<file path="src/rtl/regfile_dump_reader.sv">
// Debug dump of a register range through one read port as (addr, data) beats; REGFILE_DUMP_CKSUM_EN adds an XOR checksum beat.
// Latency: first beat valid 2 cycles after start, 2 cycles per beat with dump_ready high.
// Backpressure: a presented beat is held stable until dump_ready; the walk stalls meanwhile.
module regfile_dump_reader #(
   parameter int ADDR_WIDTH = 5,
   parameter int DATA_WIDTH = 32
) (
   input  logic                  clk,
   input  logic                  rst,
   input  logic                  start,
   input  logic                  abort,
   input  logic [ADDR_WIDTH-1:0] first_addr,
   input  logic [ADDR_WIDTH-1:0] last_addr,
   output logic [ADDR_WIDTH-1:0] read_address,
   input  logic [DATA_WIDTH-1:0] read_data,
   output logic                  dump_valid,
   input  logic                  dump_ready,
   output logic [ADDR_WIDTH-1:0] dump_addr,
   output logic [DATA_WIDTH-1:0] dump_data,
   output logic                  dump_last,
   output logic                  dump_cksum,
   output logic                  busy,
   output logic                  done,
   output logic                  error
);

`ifdef REGFILE_DUMP_CKSUM_EN
   typedef enum logic [1:0] {IDLE, READ, HOLD, CKSUM} state_t;
`else
   typedef enum logic [1:0] {IDLE, READ, HOLD} state_t;
`endif

   state_t                state, state_nxt;
   logic [ADDR_WIDTH-1:0] cur, last;
   logic                  accept, reject, capture, advance, finish;
`ifdef REGFILE_DUMP_CKSUM_EN
   logic                  to_cksum;
   logic [DATA_WIDTH-1:0] cksum;
   logic                  cksum_beat;
`endif

   assign busy         = (state != IDLE);
   assign read_address = (state == IDLE) ? '0 : cur;
`ifdef REGFILE_DUMP_CKSUM_EN
   assign dump_valid   = (state == HOLD) || (state == CKSUM);
   assign dump_cksum   = cksum_beat;
`else
   assign dump_valid   = (state == HOLD);
   assign dump_cksum   = 1'b0;
`endif

   always_ff @(posedge clk or negedge rst) begin
      if (!rst) state <= IDLE;
      else      state <= state_nxt;
   end

   always_comb begin
      state_nxt = state;
      accept    = 1'b0;
      reject    = 1'b0;
      capture   = 1'b0;
      advance   = 1'b0;
      finish    = 1'b0;
`ifdef REGFILE_DUMP_CKSUM_EN
      to_cksum  = 1'b0;
`endif
      if (abort) begin
         state_nxt = IDLE;
      end else begin
         case (state)
            IDLE: begin
               if (start) begin
                  if (first_addr <= last_addr) begin
                     accept    = 1'b1;
                     state_nxt = READ;
                  end else begin
                     reject = 1'b1;
                  end
               end
            end
            READ: begin
               capture   = 1'b1;
               state_nxt = HOLD;
            end
            HOLD: begin
               if (dump_ready) begin
                  if (cur != last) begin
                     advance   = 1'b1;
                     state_nxt = READ;
                  end else begin
`ifdef REGFILE_DUMP_CKSUM_EN
                     to_cksum  = 1'b1;
                     state_nxt = CKSUM;
`else
                     finish    = 1'b1;
                     state_nxt = IDLE;
`endif
                  end
               end
            end
`ifdef REGFILE_DUMP_CKSUM_EN
            CKSUM: begin
               if (dump_ready) begin
                  finish    = 1'b1;
                  state_nxt = IDLE;
               end
            end
`endif
            default: state_nxt = IDLE;
         endcase
      end
   end

   // Beat registers are only loaded in READ/CKSUM entry, so a stalled beat is a true snapshot.
   always_ff @(posedge clk or negedge rst) begin
      if (!rst) begin
         cur       <= '0;
         last      <= '0;
         dump_addr <= '0;
         dump_data <= '0;
         dump_last <= 1'b0;
         done      <= 1'b0;
         error     <= 1'b0;
`ifdef REGFILE_DUMP_CKSUM_EN
         cksum      <= '0;
         cksum_beat <= 1'b0;
`endif
      end else begin
         done  <= finish;
         error <= reject;
         if (accept) begin
            cur  <= first_addr;
            last <= last_addr;
`ifdef REGFILE_DUMP_CKSUM_EN
            cksum <= '0;
`endif
         end
         if (advance) cur <= cur + ADDR_WIDTH'(1);
         if (capture) begin
            dump_addr <= cur;
            dump_data <= read_data;
`ifdef REGFILE_DUMP_CKSUM_EN
            dump_last <= 1'b0;
            cksum     <= cksum ^ read_data;
`else
            dump_last <= (cur == last);
`endif
         end
`ifdef REGFILE_DUMP_CKSUM_EN
         if (to_cksum) begin
            dump_addr  <= '0;
            dump_data  <= cksum;
            dump_last  <= 1'b1;
            cksum_beat <= 1'b1;
         end
         if (abort || finish) cksum_beat <= 1'b0;
`endif
         if (abort || finish) dump_last <= 1'b0;
      end
   end

endmodule

</file>
<file path="config.mk">
export PLATFORM = sky130hd
export DESIGN_NAME = regfile_dump_reader
export DESIGN_NICKNAME = d
export VERILOG_FILES = /design/src/rtl/regfile_dump_reader.sv
export SDC_FILE = /design/constraint.sdc
export NUM_CORES = 1
export LEC_CHECK = 0
export ABC_AREA = 0
export CAP_MARGIN = 20
export CORE_MARGIN = 3
export CORE_UTILIZATION = 44
export CTS_BUF_LIST = sky130_fd_sc_hd__clkbuf_2 sky130_fd_sc_hd__clkbuf_4 sky130_fd_sc_hd__clkbuf_8
export CTS_CLUSTER_DIAMETER = 30
export DETAILED_ROUTE_END_ITERATION = 7
export PLACE_DENSITY = 0.82
export SYNTH_ARGS = -nofsm -noshare
export SYNTH_HDL_FRONTEND = slang
export SYNTH_SLANG_ARGS = --single-unit
</file>
<file path="constraint.sdc">
create_clock -name clk -period 2.4 [get_ports clk]
set_input_delay 0.48 -clock clk [delete_from_list [all_inputs] [get_ports clk]]
set_output_delay 0.48 -clock clk [all_outputs]
set_load 0.02 [all_outputs]
</file>
==> metrics, run 1 <==
buffer depth of the longest clock path=2; power density over the cells=1062 nW/um2; average footprint of a synthesized cell=12.52 um2; count of buffers from port buffering=93; Slowest-stage cell, CP=sky130_fd_sc_hd__clkdlybuf4s50_1; count of endpoints failing hold in the final timing report=0; data arrival at the endpoint of the critical path=1760 ps; count of placed standard cells including taps=347; maximum net fanout on the critical path=6; outcome=finished, final reports clean; vias in the first global route=1,806; Worst path max stage delay=570 ps; largest net degree at the start of global routing=25; reported net switching power=1.235 mW; post-synth design cell area=2303 um2; multi-input gate area in the final layout=944.7 um2; switching power as a share of total power=0.3322; post-CTS clock slew at the launch and capture registers of the worst setup and hold paths=100 ps; sum of overflow across all layers after global routing=0; leakage power=1.500 nW; number of cell rows=25; global router's overall resource usage=0.1954; Worst EP required=1920 ps; post-DR wirelength/cell=15.88 um; count of pins on the block boundary=95; wire length of the first global-routing pass=9197 um; nets=340; fraction of power consumed by the clock network=0.189; count of flip-flops with a built-in enable after synthesis=0; count of fill cells added during filler insertion=359; initial antenna violation count=0; total buffers and inverters traversed by the critical path=1; metal3 WL=468 um; Routed met1 length=2384 um; Synth Warn #=0; number of resized instances in the post-cts repair step=0; remaining antenna violation count=0; Die Y-Extent=78.36 um; CTS tree=built; area overhead of the layout relative to synthesis=52.04%; area used by sequential logic in the layout=1301 um2; number of buffers added by the clock tree synthesis step=5; final hold slack=55.86 ps; hold buffer count at CTS=0; worst-path cell chain=nor2_1 > nor2b_1 > clkdlybuf4s50_1; peak supply drop=0.5568 mV; share of flip-flops with an asynchronous set or reset=1.000; routability congestion estimate from global placement=0.7656; Clock Skew=6.543 ps; cell-internal power=2.483 mW; final count of negative-setup-slack endpoints=0; total via count in the routed design=1,783; non-filler cells in the finished layout=355; Fmax achieved=0.4471 GHz; top sig layer=met4; max-slew violation count=0; Seq cells post-synth=52; share of the clock period used by the worst path=0.9320; die width=78.36 um; Synth cell types=33; Critical Path End Type=primary output; number of detailed-routing iterations run before antenna repair=4; fraction of layout instances using a drive strength above 1=0.2188; max-cap violations=0; count of H-tree levels built during CTS=2; sequential area share after synthesis=0.5649; total half-perimeter wirelength after legalization and detailed placement=4542 um; cell family with the largest share of critical-path delay=buffers and inverters; area enclosed by the die boundary=6140 um2; Setup Crit Path Kind=reg2out; met2 wirelength from detailed routing=2733 um; Main synth FF type=sky130_fd_sc_hd__dfrtp_1; crit path time final=2237 ps; Diodes inserted=0; setup repair bufs after CTS=0; starting density of the core=0.4721; classification of the worst-slack hold path=in2async; register share of total power=0.385; Net Count, Synth=237; total DRC errors in the routed layout=0; worst skew pair latency=300 ps; startpoint type of the worst setup path=flip-flop; first-iteration detailed-routing DRC count=54; number of clock sinks=52; setup repair after global routing missed its margin=false; number of standard cells after synthesis=184; clk root buf=sky130_fd_sc_hd__clkbuf_8; Via-to-Cell Ratio=5.023; combinational group share of total power=0.426; total core area=4880 um2; aggregate routed wire length=5638 um
cells in the final DEF, fill, tap and decap left out, drive strengths merged, types with 6 or more instances in the layout:
cell type and instances:
inv 8, nand2 10, nor2 14, mux2 37, ha 6, clkdlybuf4s50 92
dfrtp 52, buf 12
per-stage QoR:
step	power, mW	utilization	setup TNS (ps)	area, um2	worst slack, ps
2_1_floorplan	2.225	-	0	2303	474.2
3_3_place_gp	2.993	0.6895	-84.49	3364	-29.68
5_1_grt	3.918	0.7177	0	3502	38.35
6_report	3.719	0.7177	0	3502	163.3
4_1_cts	3.763	0.7177	0	3502	139.5
3_5_place_dp	3.057	0.6895	-328.7	3364	-102.1
layer usage:
metal	up-vias	GRT usage
met4	0	0.06119
li1	849	-
met2	73	0.3211
met3	4	0.07110
met1	857	0.2404
met5	-	0
area by class of cell:
| type | count | area share |
|---|---|---|
| sequential | 52 | 0.3716 |
| timing repair buffer | 104 | 0.2880 |
| multi-input combinational | 117 | 0.2697 |
| tap | 67 | 0.02394 |
| clock buffer | 5 | 0.01965 |
| clock inverter | 3 | 0.01965 |
| inverter | 7 | 0.007503 |
path summary, 6_finish.rpt:
check,start,depth (start not counted),slack [ps],endpoint
worst max-delay path,state[1]$_DFFE_PN0P_,3,160,read_address[1]
worst min-delay path,rst,1,60,dump_data[22]$_DFFE_PN0P_
worst max register to register,state[1]$_DFFE_PN0P_,6,340,cur[3]$_DFFE_PN0P_
worst min register to register,dump_data[10]$_DFFE_PN0P_,1,510,dump_data[10]$_DFFE_PN0P_
max in group asynchronous,rst,2,1730,dump_data[17]$_DFFE_PN0P_
min in group clk,dump_data[10]$_DFFE_PN0P_,1,510,dump_data[10]$_DFFE_PN0P_
sequential cells by signal, indices dropped and copies added (netlist names):
name,flops
state,2
error,1
dump_last,1
done,1
cur,5
dump_addr,5
dump_data,32
last,5
synth_stat cells (all sizes together), types with 2 or more instances:
cell type  instances  area [um2]
mux2i              2       20.02
nand2b             4       25.02
buf                5       27.53
xor2               2       17.52
dfrtp             52        1301
o22ai              2       12.51
inv                7       26.28
a31o               2       17.52
nand3              3       15.01
nand4              3       18.77
nor2              14       52.55
xnor2              3       26.28
ha                 6       75.07
a21oi              5       25.02
clkbuf             3       11.26
a211oi             3       22.52
nand2             10       37.54
mux2              37       416.7
o21ai              5       25.02
nor2b              5       31.28
power by group through the flow:
stage	Clock [mW]	Combinational, mW	Sequential [mW]
3_3_place_gp	0	1.57	1.43
4_1_cts	0.723	1.61	1.43
5_1_grt	0.755	1.68	1.48
2_1_floorplan	0	0.498	1.73
3_5_place_dp	0	1.61	1.45
6_report	0.702	1.58	1.43
logic make-up after synthesis:
group                    share of synthesized area
other                                     0.001628
flip-flops                                  0.5649
buffers and inverters                      0.02825
multiplexers                                0.1896
AND/OR/NAND/NOR                            0.09560
adder cells (fa/ha/maj)                    0.03259
XOR/XNOR                                   0.01901
AO/OA/AOI/OAI                              0.06844
(Power assumes the default switching activity.)
==> run 2, diff against run 1 <==
--- a/config.mk
+++ b/config.mk
@@ -6,13 +6,14 @@
 export NUM_CORES = 1
 export LEC_CHECK = 0
 export ABC_AREA = 0
-export CAP_MARGIN = 20
+export CAP_MARGIN = 10
 export CORE_MARGIN = 3
-export CORE_UTILIZATION = 44
+export CORE_UTILIZATION = 48
 export CTS_BUF_LIST = sky130_fd_sc_hd__clkbuf_2 sky130_fd_sc_hd__clkbuf_4 sky130_fd_sc_hd__clkbuf_8
 export CTS_CLUSTER_DIAMETER = 30
 export DETAILED_ROUTE_END_ITERATION = 7
-export PLACE_DENSITY = 0.82
+export PLACE_DENSITY = 0.88
+export RECOVER_POWER = 50
 export SYNTH_ARGS = -nofsm -noshare
 export SYNTH_HDL_FRONTEND = slang
 export SYNTH_SLANG_ARGS = --single-unit
==> constraint.sdc (replaced) <==
create_clock -name clk -period 2.7 [get_ports clk]
set_input_delay 0.54 -clock clk [delete_from_list [all_inputs] [get_ports clk]]
set_output_delay 0.54 -clock clk [all_outputs]
set_load 0.02 [all_outputs]
==> metrics, run 2 (synthesis results as in run 1) <==
outcome=finished, final reports clean; nets=334 (-1.8%); crit path time final=2346 ps; Setup TNS Final=0 ps (unchanged); total half-perimeter wirelength after legalization and detailed placement=4209 um (-7.3%); startpoint type of the worst setup path=input pin; area enclosed by the die boundary=5666 um2 (-7.7%); top library cells by usage in the layout, fill and taps aside=sky130_fd_sc_hd__clkdlybuf4s50_1, sky130_fd_sc_hd__dfrtp_1, sky130_fd_sc_hd__mux2_2, sky130_fd_sc_hd__nor2_1, sky130_fd_sc_hd__nand2_1; count of fill cells added during filler insertion=289 (-19%); die width=75.28 um (-3.9%); combinational group share of total power=0.451 (+0.025); reported net switching power=1.109 mW (-10%); final hold slack=383.1 ps (+327.2 ps); first-iteration detailed-routing DRC count=47 (-13%); GR Util met2=0.3211 (about the same); post-DR wirelength/cell=16.04 um (+0.97%); sum of overflow across all layers after global routing=0 (unchanged); remaining antenna violation count=0 (unchanged); cell-internal power=2.012 mW (-19%); number of buffers added by the clock tree synthesis step=5 (unchanged); slew at the pin closest to its max-slew limit=1037 ps; fraction of layout instances using a drive strength above 1=0.1879 (-0.03081); share of the clock period used by the worst path=0.8689; count of endpoints failing hold in the final timing report=0 (unchanged); max-cap violations=0 (unchanged); count of buffers from port buffering=93 (unchanged); clk root buf=sky130_fd_sc_hd__clkbuf_8; Die Y-Extent=75.28 um (-3.9%); wire length of the first global-routing pass=8190 um (-11%); total via count in the routed design=1,740 (-2.4%); global router's overall resource usage=0.1943 (-0.001076); peak supply drop=0.5718 mV (+2.7%); number of resized instances in the post-cts repair step=0 (unchanged); leakage power=1.433 nW (-4.4%); count of H-tree levels built during CTS=2 (unchanged); classification of the worst-slack hold path=in2async; Critical Path End Type=flip-flop; starting density of the core=0.5114 (+0.03934); CTS tree=built; final count of negative-setup-slack endpoints=0 (unchanged); Worst EP required=2900 ps (+980 ps); number of cell rows=24 (-4.0%); met3 track demand over resource in global routing=0.04406 (-0.02704); flip-flop count of the largest register after layout=32 (unchanged); Diodes inserted=0 (unchanged); fraction of power consumed by the clock network=0.143 (-0.046); aggregate routed wire length=5356 um (-5.0%); count of pins on the block boundary=95 (unchanged); setup repair after global routing missed its margin=false; Setup Crit Path Kind=in2reg; number of detailed-routing iterations run before antenna repair=4 (unchanged); post-CTS clock slew at the launch and capture registers of the worst setup and hold paths=100 ps (about the same); most flop-heavy register=dump_data; switching power as a share of total power=0.3553 (+0.02311); Fmax achieved=0.4263 GHz; maximum net fanout on the critical path=14 (+8); hold buffer count at CTS=0 (unchanged); largest net degree at the start of global routing=38 (+52%); routability congestion estimate from global placement=0.7785 (+1.7%); Via-to-Cell Ratio=5.210 (+3.7%); vias in the first global route=1,721 (-4.7%); Clock Skew=4.987 ps (-1.556 ps); worst skew pair latency=300 ps (about the same); total core area=4504 um2 (-7.7%); Register-to-Register Setup Slack=650 ps (+310 ps); max-slew violation count=0 (unchanged); met1 track demand over resource=0.2515 (+0.01112); buffer depth of the longest clock path=2 (unchanged); initial antenna violation count=0 (unchanged); max-slew headroom at the worst pin=0.3084; setup repair bufs after CTS=0 (unchanged); leading cell type in the layout, fill and taps excluded=sky130_fd_sc_hd__clkdlybuf4s50_1; number of clock sinks=52 (unchanged); data arrival at the endpoint of the critical path=2550 ps (+790 ps); register share of total power=0.406 (+0.021); power density over the cells=920.2 nW/um2 (-13%); area overhead of the layout relative to synthesis=47.20%; total DRC errors in the routed layout=0 (unchanged); global-route layer with the greatest usage=met2
==> run 2: cell count changes in the layout (fill, tap and decap cells not counted) <==
| cell | delta |
|---|---|
| sky130_fd_sc_hd__buf_12 | +1 |
| sky130_fd_sc_hd__buf_2 | -1 |
| sky130_fd_sc_hd__buf_4 | -11 |
| sky130_fd_sc_hd__bufinv_16 | -2 |
| sky130_fd_sc_hd__clkbuf_1 | +4 |
| sky130_fd_sc_hd__clkbuf_2 | +1 |
| sky130_fd_sc_hd__clkdlybuf4s50_1 | -2 |
| sky130_fd_sc_hd__clkinv_4 | +1 |
| sky130_fd_sc_hd__clkinvlp_4 | +2 |
| sky130_fd_sc_hd__dlygate4sd3_1 | +2 |
| sky130_fd_sc_hd__inv_6 | -1 |
==> run 2: worst max-delay path, stage by stage <==
cell	delay (ps)
sky130_fd_sc_hd__dlygate4sd3_1	550
sky130_fd_sc_hd__or4b_4	530
sky130_fd_sc_hd__or3_4	420
sky130_fd_sc_hd__o31a_1	140
sky130_fd_sc_hd__buf_12	150
sky130_fd_sc_hd__o22ai_1	150
sky130_fd_sc_hd__a21oi_1	60
==> run 2: routing by layer <==
layer / wire length, um / vias up
met5: 0 / -
met2: 2503 / 73
li1: - / 839
met4: 93 / 0
met3: 447 / 9
met1: 2311 / 819
==> run 2: power groups by stage <==
stage	clock [mW]	combinational, mW	sequential, mW
finish	0.448	1.41	1.27
CTS	0.457	1.43	1.27
global placement	0	1.39	1.27
global route	0.487	1.50	1.31
floorplan	0	0.443	1.53
detailed placement	0	1.43	1.28
==> run 2: metrics by stage <==
| step | instances | total power, mW | area (um2) | setup slack [ps] | utilization |
|---|---|---|---|---|---|
| 2_1_floorplan | 184 | 1.978 | 2303 | 714.2 | - |
| 3_3_place_gp | 326 | 2.659 | 3326 | 199.5 | 0.7383 |
| 3_5_place_dp | 326 | 2.711 | 3326 | 177.3 | 0.7383 |
| 4_1_cts | 334 | 3.155 | 3418 | 373.4 | 0.7589 |
| 5_1_grt | 334 | 3.298 | 3391 | 271.1 | 0.7528 |
| 6_report | 334 | 3.120 | 3391 | 354.0 | 0.7528 |
==> run 2: final timing paths <==
path                                           start                         to  depth (start not counted)
min reg2reg                dump_data[11]$_DFFE_PN0P_  dump_data[11]$_DFFE_PN0P_                          1
min                                              rst  dump_data[24]$_DFFE_PN0P_                          1
max in group asynchronous                        rst   dump_data[9]$_DFFE_PN0P_                          2
max                                            abort         cur[2]$_DFFE_PN0P_                          7
min in group clk           dump_data[11]$_DFFE_PN0P_  dump_data[11]$_DFFE_PN0P_                          1
max reg2reg                     state[0]$_DFFE_PN0P_         cur[2]$_DFFE_PN0P_                          6
==> run 2: cell type report <==
type                    count  area, um2  share of cell area
flip-flops and latches     52       1301              0.3838
repair buffers             98      960.9              0.2834
multi-input cells         117      944.7              0.2786
clock buffers               5      68.82             0.02030
well taps                  52      65.06             0.01919
inverters                   7      26.28            0.007749
clock inverters             3      23.77            0.007011
